$ cat src/rtl/approx_pkg.sv
// approx_pkg: shared types and helpers for the approximate-multiplier
// characterisation blocks.
//   state_t   : report FSM states (ACCUM, REPORT)
//   OP_W      : operand width of the multipliers under test
//   PROD_W    : product width
//   exact_mul : reference unsigned product, also used by the multiplier benches
package approx_pkg;

  localparam int OP_W   = 4;
  localparam int PROD_W = 8;

  typedef enum logic {
    ACCUM  = 1'b0,
    REPORT = 1'b1
  } state_t;

  function automatic logic [PROD_W-1:0] exact_mul(input logic [OP_W-1:0] x,
                                                  input logic [OP_W-1:0] y);
    return PROD_W'(x) * PROD_W'(y);
  endfunction

endpackage

$ cat src/rtl/approx_ed_calc.sv
// approx_ed_calc: combinational error distance |a*b - approx|.
//   a, b   : operands (OP_W)
//   approx : product from the multiplier under test (PROD_W)
//   ed     : error distance (PROD_W), 0..255
module approx_ed_calc
  import approx_pkg::*;
(
  input  logic [OP_W-1:0]   a,
  input  logic [OP_W-1:0]   b,
  input  logic [PROD_W-1:0] approx,
  output logic [PROD_W-1:0] ed
);

  // One extra bit so the difference of two unsigned bytes never wraps;
  // the magnitude of a 9-bit value in -255..255 always fits in 8 bits.
  logic signed [PROD_W:0] diff;

  assign diff = $signed({1'b0, exact_mul(a, b)}) - $signed({1'b0, approx});
  assign ed   = diff[PROD_W] ? PROD_W'(-diff) : PROD_W'(diff);

endmodule

$ cat src/rtl/approx_error_monitor.sv
// approx_error_monitor: per-window error statistics for approximate multipliers.
//   clk, rst        : clock, synchronous active-high reset
//   clear           : synchronous window abort (same effect as rst)
//   in_valid/ready  : sample handshake carrying a, b, approx
//   rpt_valid/ready : report handshake
//   rpt_sum_ed      : sum of error distances over the window
//   rpt_max_ed      : largest error distance in the window
//   rpt_err_cnt     : samples with nonzero error distance
module approx_error_monitor
  import approx_pkg::*;
#(
  parameter int WIN_LOG2 = 8
) (
  input  logic                  clk,
  input  logic                  rst,
  input  logic                  clear,
  input  logic                  in_valid,
  output logic                  in_ready,
  input  logic [OP_W-1:0]       a,
  input  logic [OP_W-1:0]       b,
  input  logic [PROD_W-1:0]     approx,
  output logic                  rpt_valid,
  input  logic                  rpt_ready,
  output logic [WIN_LOG2+7:0]   rpt_sum_ed,
  output logic [PROD_W-1:0]     rpt_max_ed,
  output logic [WIN_LOG2:0]     rpt_err_cnt
);

  localparam int CNT_W = WIN_LOG2 + 1;
  localparam logic [CNT_W-1:0] WIN_LAST = {1'b0, {WIN_LOG2{1'b1}}};

  state_t              state, state_nxt;
  logic                win_full;
  logic [CNT_W-1:0]    in_cnt;
  logic [CNT_W-1:0]    acc_cnt;
  logic                s1_valid;
  logic [PROD_W-1:0]   s1_ed;
  logic [PROD_W-1:0]   ed;
  logic [WIN_LOG2+7:0] sum_ed;
  logic [PROD_W-1:0]   max_ed;
  logic [CNT_W-1:0]    err_cnt;
  logic                flush;
  logic                accept;
  logic                last_acc;
  logic                rpt_done;

  approx_ed_calc u_ed_calc (
    .a      (a),
    .b      (b),
    .approx (approx),
    .ed     (ed)
  );

  assign flush    = rst || clear;
  assign in_ready = (state == ACCUM) && !win_full;
  // clear outranks the input handshake: an offered sample is dropped.
  assign accept   = in_valid && in_ready && !clear;
  assign last_acc = s1_valid && (acc_cnt == WIN_LAST);
  assign rpt_done = (state == REPORT) && rpt_ready;

  always_ff @(posedge clk) begin
    if (flush) state <= ACCUM;
    else       state <= state_nxt;
  end

  always_comb begin
    state_nxt = state;
    case (state)
      ACCUM:   if (last_acc)  state_nxt = REPORT;
      REPORT:  if (rpt_ready) state_nxt = ACCUM;
      default: state_nxt = ACCUM;
    endcase
  end

  always_ff @(posedge clk) begin
    if (flush || rpt_done) begin
      win_full <= 1'b0;
      in_cnt   <= '0;
      acc_cnt  <= '0;
      s1_valid <= 1'b0;
      s1_ed    <= '0;
      sum_ed   <= '0;
      max_ed   <= '0;
      err_cnt  <= '0;
    end else begin
      s1_valid <= accept;
      if (accept) begin
        s1_ed  <= ed;
        in_cnt <= in_cnt + 1'b1;
        if (in_cnt == WIN_LAST) win_full <= 1'b1;
      end
      if (s1_valid) begin
        sum_ed  <= sum_ed + {{WIN_LOG2{1'b0}}, s1_ed};
        if (s1_ed > max_ed) max_ed <= s1_ed;
        err_cnt <= err_cnt + {{WIN_LOG2{1'b0}}, (s1_ed != '0)};
        acc_cnt <= acc_cnt + 1'b1;
      end
    end
  end

  assign rpt_valid   = (state == REPORT);
  assign rpt_sum_ed  = sum_ed;
  assign rpt_max_ed  = max_ed;
  assign rpt_err_cnt = err_cnt;

endmodule

$ cat config.mk
export PLATFORM = sky130hd
export DESIGN_NAME = approx_error_monitor
export DESIGN_NICKNAME = d
export VERILOG_FILES = /design/src/rtl/approx_pkg.sv /design/src/rtl/approx_ed_calc.sv /design/src/rtl/approx_error_monitor.sv
export SDC_FILE = /design/constraint.sdc
export NUM_CORES = 1
export LEC_CHECK = 0
export ABC_AREA = 1
export ABC_CLOCK_PERIOD_IN_PS = 5520
export CORE_MARGIN = 2
export CORE_UTILIZATION = 50
export DETAILED_ROUTE_END_ITERATION = 6
export PLACE_DENSITY = 0.8
export SKIP_CTS_REPAIR_TIMING = 1
export SYNTH_ARGS = -nofsm -noshare
export SYNTH_HDL_FRONTEND = slang
export SYNTH_SLANG_ARGS = --single-unit
$ cat constraint.sdc
create_clock -name clk -period 5.52 [get_ports clk]
set_clock_uncertainty 0.2 [all_clocks]
set_input_delay 1.656 -clock clk [delete_from_list [all_inputs] [get_ports clk]]
set_output_delay 1.656 -clock clk [all_outputs]
set_load 0.02 [all_outputs]
**Word-level counts from Yosys, hierarchy flattened**

Cells that the tools add are included.

- Add/sub/neg operators: 6
- Multiply operators: 1
- $lt $le $gt $ge: 1
- Eq/ne operators: 2
- Muxes and demuxes: 4
- Bitwise logic cells: 1
- Reduce and logical (&&, ||, !) cells: 12

Operators by type and width:

| cell | number |
|---|---|
| $add 9x1->9 const B | 2 |
| $eq 9x8->1 const B | 2 |
| $add 16x8->16 | 1 |
| $add 9x1->9 | 1 |
| $sub 8x8->9 | 1 |
| $gt 8x8->1 | 1 |
| $mul 4x4->8 | 1 |
| $mux 8 | 1 |
| $neg 8->8 | 1 |
| $reduce_bool 8->1 | 1 |
| $logic_and 1x1->1 | 5 |
| $reduce_and 2->1 | 2 |
| $logic_not 1->1 | 2 |
| $logic_or 1x1->1 | 2 |
| $mux 1 | 2 |
| $pmux 1 s2 | 1 |
| $not 1->1 | 1 |

- Flip-flop bits (word level): 62
- Input bits: 21
- Output and inout bits: 35
- Word-level logic and storage cells: 36

**Logic depth before layout (Yosys ltp)**

Gate-level depths: netlist of run 1.

- Depth after elaboration: 5
- Mapped depth: 21

**Cells and area by module**

Synthesis of run 1 repeated with hierarchy kept, for this count alone.

- Cells, all modules: 637
- Area, all modules: 4372.9 µm²

By module, submodules not included:

| module | instances | cells each | area an instance (µm²) | seq. area each (µm²) |
|---|---|---|---|---|
| approx_error_monitor | 1 | 471 | 3288.2 | 1241.2 |
| approx_ed_calc | 1 | 166 | 1084.8 | 0.0 |

**Worst setup path after synthesis of run 1**

No wires, ideal clock.

- Kind: in2reg
- Start point: input port a[0]
- End point: register s1_ed[2]
- Setup time: 0.113 ns
- Arrival time: 4.419 ns
- Data required time: 5.207 ns
- Setup slack: 0.788 ns
- Stages: 17
- Path through: nand2_1 > fa_1 > fa_1 > fa_1 > inv_1 > ha_1 > inv_2 > nand2_4 > nand4_4 > nand2_2 > nand2_2 > nand2_4 > buf_6 > nand2_1 > o21ai_1 > o21ai_1 > inv_1

- Word-level cells in the longest chain between the ends: 4

Ends and longest elaborated chain:

| item | line | source |
|---|---|---|
| start: declaration | approx_error_monitor.sv:19 | `input logic [OP_W-1:0] a,` |
| $mul 4x4->8 * | approx_pkg.sv:19 | `return PROD_W'(x) * PROD_W'(y);` |
| $sub 8x8->9 * | approx_ed_calc.sv:18 | `assign diff = $signed({1'b0, exact_mul(a, b)}) - $signed({1'b0, approx});` |
| $neg 8->8 | approx_ed_calc.sv:19 | `assign ed = diff[PROD_W] ? PROD_W'(-diff) : PROD_W'(diff);` |
| $mux 8 * | approx_ed_calc.sv:19 |  |
| end signal: assignment | approx_error_monitor.sv:81 | `s1_ed <= '0;` |
| end signal: assignment | approx_error_monitor.sv:88 | `s1_ed <= ed;` |
| end: declaration | approx_error_monitor.sv:37 | `logic [PROD_W-1:0] s1_ed;` |

Mark *: on every way between the ends. The rest lies on a longest branch, timed or not.
A chain may end at the register's enable or synchronous reset.

**Worst setup path after layout of run 1**

- Start point: input port a[0]
- End point: register s1_ed[7]

Same word-level chain as after synthesis.

==> run_summary.xml, run 1 <==
<?xml version="1.0" encoding="UTF-8"?>
<metrics>
  <group name="die">
    <metric name="dieArea" unit="sq um">9190</metric>
    <metric name="std_cell_rows" unit="">33</metric>
    <metric name="die-height" unit="um">95.8</metric>
    <metric name="die-width" unit="um">95.8</metric>
    <metric name="initial_utilization" unit="">0.513</metric>
    <metric name="number_of_top_level_design_ports" unit="">56</metric>
    <metric name="coreArea" unit="sq um">8220</metric>
  </group>
  <group name="min_path">
    <metric name="hold_path_class" unit="">reg -&gt; reg</metric>
  </group>
  <group name="critical_path">
    <metric name="worst_setup_path_end_kind" unit="">register</metric>
    <metric name="timing.setup.critical_path_class" unit="">in -&gt; reg</metric>
    <metric name="critical-path-max-stage-delay" unit="ps">540</metric>
    <metric name="worst_path_max_fanout" unit="">7</metric>
    <metric name="critical_path.n_buffers_inverters" unit="">4</metric>
    <metric name="worst_path_most_repeated_cell" unit="">sky130_fd_sc_hd__nand2_1</metric>
    <metric name="cp_max_stage_cell" unit="">sky130_fd_sc_hd__fa_1</metric>
    <metric name="critPathRequiredTime" unit="ps">5570</metric>
    <metric name="arrival" unit="ps">5180</metric>
    <metric name="crit_path_cell_trace" unit="">clkdlybuf4s50_1 -&gt; nand2_1 -&gt; fa_1 -&gt; fa_1 -&gt; fa_1 -&gt; inv_1 -&gt; ha_1 -&gt; nand2_1 -&gt; clkinv_1 -&gt; nor2_2 -&gt; nor2_1 -&gt; nand3_1 -&gt; nor2_1 -&gt; nand2_1 -&gt; nand2_1 -&gt; nand2_1 -&gt; nand3_1 -&gt; nand2_1 -&gt; inv_1</metric>
    <metric name="cp-start-kind" unit="">input pin</metric>
    <metric name="critical-path-top-delay-family" unit="">adder cells</metric>
  </group>
  <group name="timing">
    <metric name="clock.fmax" unit="GHz">0.195</metric>
    <metric name="slew-limit-headroom" unit="">0.389</metric>
    <metric name="final-hold-violation-count" unit="">0</metric>
    <metric name="final_critical_path_required_period" unit="ps">5130</metric>
    <metric name="tightestPinTransition" unit="ps">916</metric>
    <metric name="setup_total_negative_slack" unit="ps">0</metric>
    <metric name="grt_setup_unrepaired" unit="">no</metric>
    <metric name="final-max-slew-violation-count" unit="">0</metric>
    <metric name="setup_viol_count_final" unit="">0</metric>
    <metric name="share_of_the_clock_period_used_by_the_worst_path_after_layout" unit="">0.930</metric>
  </group>
  <group name="yosys">
    <metric name="seq_area_frac_synth" unit="">0.294</metric>
    <metric name="post_synth.cell_area_avg" unit="sq um">6.94</metric>
    <metric name="yosys_warning_count" unit="">0</metric>
    <metric name="syn-num-nets" unit="">680</metric>
    <metric name="synth_seq_cells" unit="">62</metric>
    <metric name="syn_inst" unit="">608</metric>
    <metric name="netlist_area" unit="sq um">4220</metric>
    <metric name="yosysUniqueCellTypes" unit="">42</metric>
  </group>
  <group name="finish">
    <metric name="footprint_of_the_multi_input_gates" unit="sq um">2510</metric>
    <metric name="layout.cells.most_common_list" unit="">sky130_fd_sc_hd__nand2_1 (134), sky130_fd_sc_hd__inv_1 (103), sky130_fd_sc_hd__dfxtp_1 (62), sky130_fd_sc_hd__clkdlybuf4s50_1 (55), sky130_fd_sc_hd__a21oi_1 (54)</metric>
    <metric name="diodes" unit="">0</metric>
    <metric name="syn_to_final_growth" unit="%">19.7</metric>
    <metric name="layoutNonFillerInstCount" unit="">773</metric>
    <metric name="area.sequential" unit="sq um">1240</metric>
    <metric name="final_net_count" unit="">735</metric>
    <metric name="layout_commonest_cell" unit="">sky130_fd_sc_hd__nand2_1</metric>
    <metric name="filler_cell_count" unit="">732</metric>
    <metric name="drive_gt1_frac" unit="">0.0554</metric>
  </group>
  <group name="power_and_ir_drop">
    <metric name="pwr_density_cell" unit="nW/um^2">240</metric>
    <metric name="power.leakage" unit="nW">2.30</metric>
    <metric name="worst_ir_drop_vdd" unit="mV">0.0991</metric>
  </group>
  <group name="global_routing">
    <metric name="grt_pass1_wl" unit="um">15300</metric>
    <metric name="global_route.usage.total" unit="">0.206</metric>
    <metric name="grt_remaining_overflow" unit="">0</metric>
    <metric name="vias_in_the_first_global_route" unit="">3741</metric>
    <metric name="antenna_found_initial" unit="">0</metric>
    <metric name="grt_max_degree" unit="">34</metric>
  </group>
  <group name="clock_network">
    <metric name="cts_buffers" unit="">9</metric>
    <metric name="clk_pin_slew_worst_paths" unit="ps">70</metric>
    <metric name="clkLatencyLatePin" unit="ps">350</metric>
    <metric name="clock_tree.htree_level_count" unit="">3</metric>
    <metric name="clk_path_buf_depth" unit="">2</metric>
    <metric name="clock_sink_count" unit="">62</metric>
    <metric name="cell_at_the_root_of_the_clock_tree" unit="">sky130_fd_sc_hd__clkbuf_8</metric>
    <metric name="tritoncts" unit="">done</metric>
  </group>
  <group name="detailed_routing">
    <metric name="route.met3.wl" unit="um">323</metric>
    <metric name="highest-signal-layer" unit="">met4</metric>
    <metric name="met2_wirelength" unit="um">4310</metric>
    <metric name="antenna_violating_nets_post_route" unit="">0</metric>
    <metric name="remaining_drc_errors" unit="">0</metric>
    <metric name="met1Wirelength" unit="um">4010</metric>
    <metric name="detail_route.vias_per_cell" unit="">5.02</metric>
    <metric name="num_vias" unit="">3878</metric>
    <metric name="count_of_routing_violations_after_the_opening_detailed_route_iteration" unit="">118</metric>
    <metric name="drt_wl_total" unit="um">8830</metric>
    <metric name="drt_pre_antenna_iters" unit="">4</metric>
    <metric name="detail_route.wl_per_cell" unit="um">11.4</metric>
  </group>
  <group name="place">
    <metric name="place.detailed.instances" unit="">757</metric>
    <metric name="gp_congestion" unit="">0.866</metric>
    <metric name="place.detailed.hpwl" unit="um">6900</metric>
    <metric name="port_buffers" unit="">55</metric>
  </group>
  <group name="run_status">
    <metric name="outcome" unit="">finished, final reports clean</metric>
  </group>
  <group name="flow_run">
    <metric name="maxCapViolCount" unit="">0</metric>
  </group>
</metrics>
## layer usage
layer,track usage,vias up
li1,-,2065
met1,0.249,1722
met2,0.355,73
met4,0.0893,0
met3,0.0407,18
met5,0,-
## cell families (layout without fill, tap and decap cells)
kind of cell / count (synthesis) / in the layout / share of synthesized area
adder cells (fa/ha/maj): 51 / 51 / 0.171
AND/OR/NAND/NOR: 272 / 272 / 0.286
AO/OA/AOI/OAI: 95 / 95 / 0.123
buffers and inverters: 121 / 181 / 0.112
flip-flops: 62 / 62 / 0.294
XOR/XNOR: 7 / 7 / 0.0145
## path summary, 6_finish.rpt
kind / from / endpoint / slack (ps) / cells past startpoint
max: a[0] / s1_ed[7] / 390 / 19
min: rpt_sum_ed[14] / rpt_sum_ed[14] / 260 / 2
max reg2reg: s1_ed[0] / rpt_sum_ed[14] / 3280 / 9
min reg2reg: rpt_sum_ed[14] / rpt_sum_ed[14] / 260 / 2
## report_power, final
group | leakage [nW] | internal [mW] | switching, mW | total (mW)
Combinational | 1.69 | 0.131 | 0.214 | 0.346
Sequential | 0.501 | 0.454 | 0.0102 | 0.464
Clock | 0.0996 | 0.210 | 0.191 | 0.401
Total | 2.30 | 0.795 | 0.416 | 1.21
## state kept, by name, indices dropped and copies added (netlist names)
signal       flops
rpt_err_cnt      9
rpt_valid        1
rpt_sum_ed      16
in_cnt           9
rpt_max_ed       8
win_full         1
s1_ed            8
acc_cnt          9
s1_valid         1
## worst min-delay path, delay by kind of cell (launching register included)
kind                   cells  cell delay (ps)
flip-flops                 1              320
buffers and inverters      1               50
AO/OA/AOI/OAI              1               50
## cells in the mapped netlist
| library cell | count | area (sq um) |
|---|---|---|
| sky130_fd_sc_hd__nand4_4 | 1 | 21.3 |
| sky130_fd_sc_hd__a31oi_2 | 1 | 12.5 |
| sky130_fd_sc_hd__a21o_1 | 2 | 15.0 |
| sky130_fd_sc_hd__o21a_1 | 2 | 15.0 |
| sky130_fd_sc_hd__buf_6 | 1 | 11.3 |
| sky130_fd_sc_hd__a21boi_0 | 1 | 7.51 |
| sky130_fd_sc_hd__xnor2_1 | 2 | 17.5 |
| sky130_fd_sc_hd__or2_2 | 3 | 18.8 |
| sky130_fd_sc_hd__nand2_1 | 134 | 503 |
| sky130_fd_sc_hd__nand3b_1 | 2 | 15.0 |
| sky130_fd_sc_hd__ha_1 | 40 | 500 |
| sky130_fd_sc_hd__nor3_1 | 9 | 45.0 |
| sky130_fd_sc_hd__clkbuf_2 | 2 | 10.0 |
| sky130_fd_sc_hd__nand4_1 | 9 | 56.3 |
| sky130_fd_sc_hd__and3_1 | 1 | 6.26 |
| sky130_fd_sc_hd__nand2_4 | 2 | 22.5 |
| sky130_fd_sc_hd__nor3b_1 | 1 | 7.51 |
| sky130_fd_sc_hd__clkinv_1 | 2 | 7.51 |
| sky130_fd_sc_hd__o21bai_1 | 1 | 7.51 |
| sky130_fd_sc_hd__fa_1 | 11 | 220 |
| sky130_fd_sc_hd__clkbuf_1 | 4 | 15.0 |
| sky130_fd_sc_hd__buf_1 | 3 | 11.3 |
| sky130_fd_sc_hd__o211ai_1 | 3 | 22.5 |
| sky130_fd_sc_hd__nand3_2 | 2 | 20.0 |
| sky130_fd_sc_hd__buf_4 | 1 | 7.51 |
| sky130_fd_sc_hd__nor2_2 | 2 | 12.5 |
| sky130_fd_sc_hd__a21oi_2 | 1 | 8.76 |
| sky130_fd_sc_hd__a31oi_1 | 2 | 12.5 |
| sky130_fd_sc_hd__nand2_2 | 2 | 12.5 |
| sky130_fd_sc_hd__o211ai_2 | 1 | 12.5 |
| sky130_fd_sc_hd__inv_2 | 3 | 11.3 |
| sky130_fd_sc_hd__a21oi_1 | 54 | 270 |
| sky130_fd_sc_hd__inv_1 | 103 | 387 |
| sky130_fd_sc_hd__nand3_1 | 49 | 245 |
| sky130_fd_sc_hd__buf_2 | 2 | 10.0 |
| sky130_fd_sc_hd__xor2_1 | 5 | 43.8 |
| sky130_fd_sc_hd__o21ai_0 | 24 | 120 |
| sky130_fd_sc_hd__nor4_1 | 2 | 12.5 |
| sky130_fd_sc_hd__nor2_1 | 52 | 195 |
| sky130_fd_sc_hd__dfxtp_1 | 62 | 1240 |
| sky130_fd_sc_hd__o21ai_1 | 3 | 15.0 |
| sky130_fd_sc_hd__nor2_4 | 1 | 11.3 |
## stage by stage
step / power (mW) / area, sq um / worst slack (ps) / hold WS, ps / util
after floorplan: 0.742 / 4220 / 788 / 239 / -
after global routing: 1.29 / 5050 / 129 / 308 / 0.614
final: 1.21 / 5050 / 387 / 264 / 0.614
after global placement: 0.803 / 4850 / 167 / 252 / 0.590
after CTS: 1.22 / 5050 / 403 / 272 / 0.614
after detailed placement: 0.819 / 4850 / 41.1 / 261 / 0.590
## cell type report
cell class	instances	area share
clock buffer	9	0.0245
multi-input combinational	425	0.497
timing repair buffer	57	0.112
inverter	108	0.0803
tap	105	0.0260
sequential	62	0.246
clock inverter	7	0.0146
(Power assumes the default switching activity.)
==> inputs of run 2 (changes only) <==
Settings changed: SLEW_MARGIN set to 0.
==> results of run 2 <==
No change in the layout: final DEF, timing and power equal those of run 1.
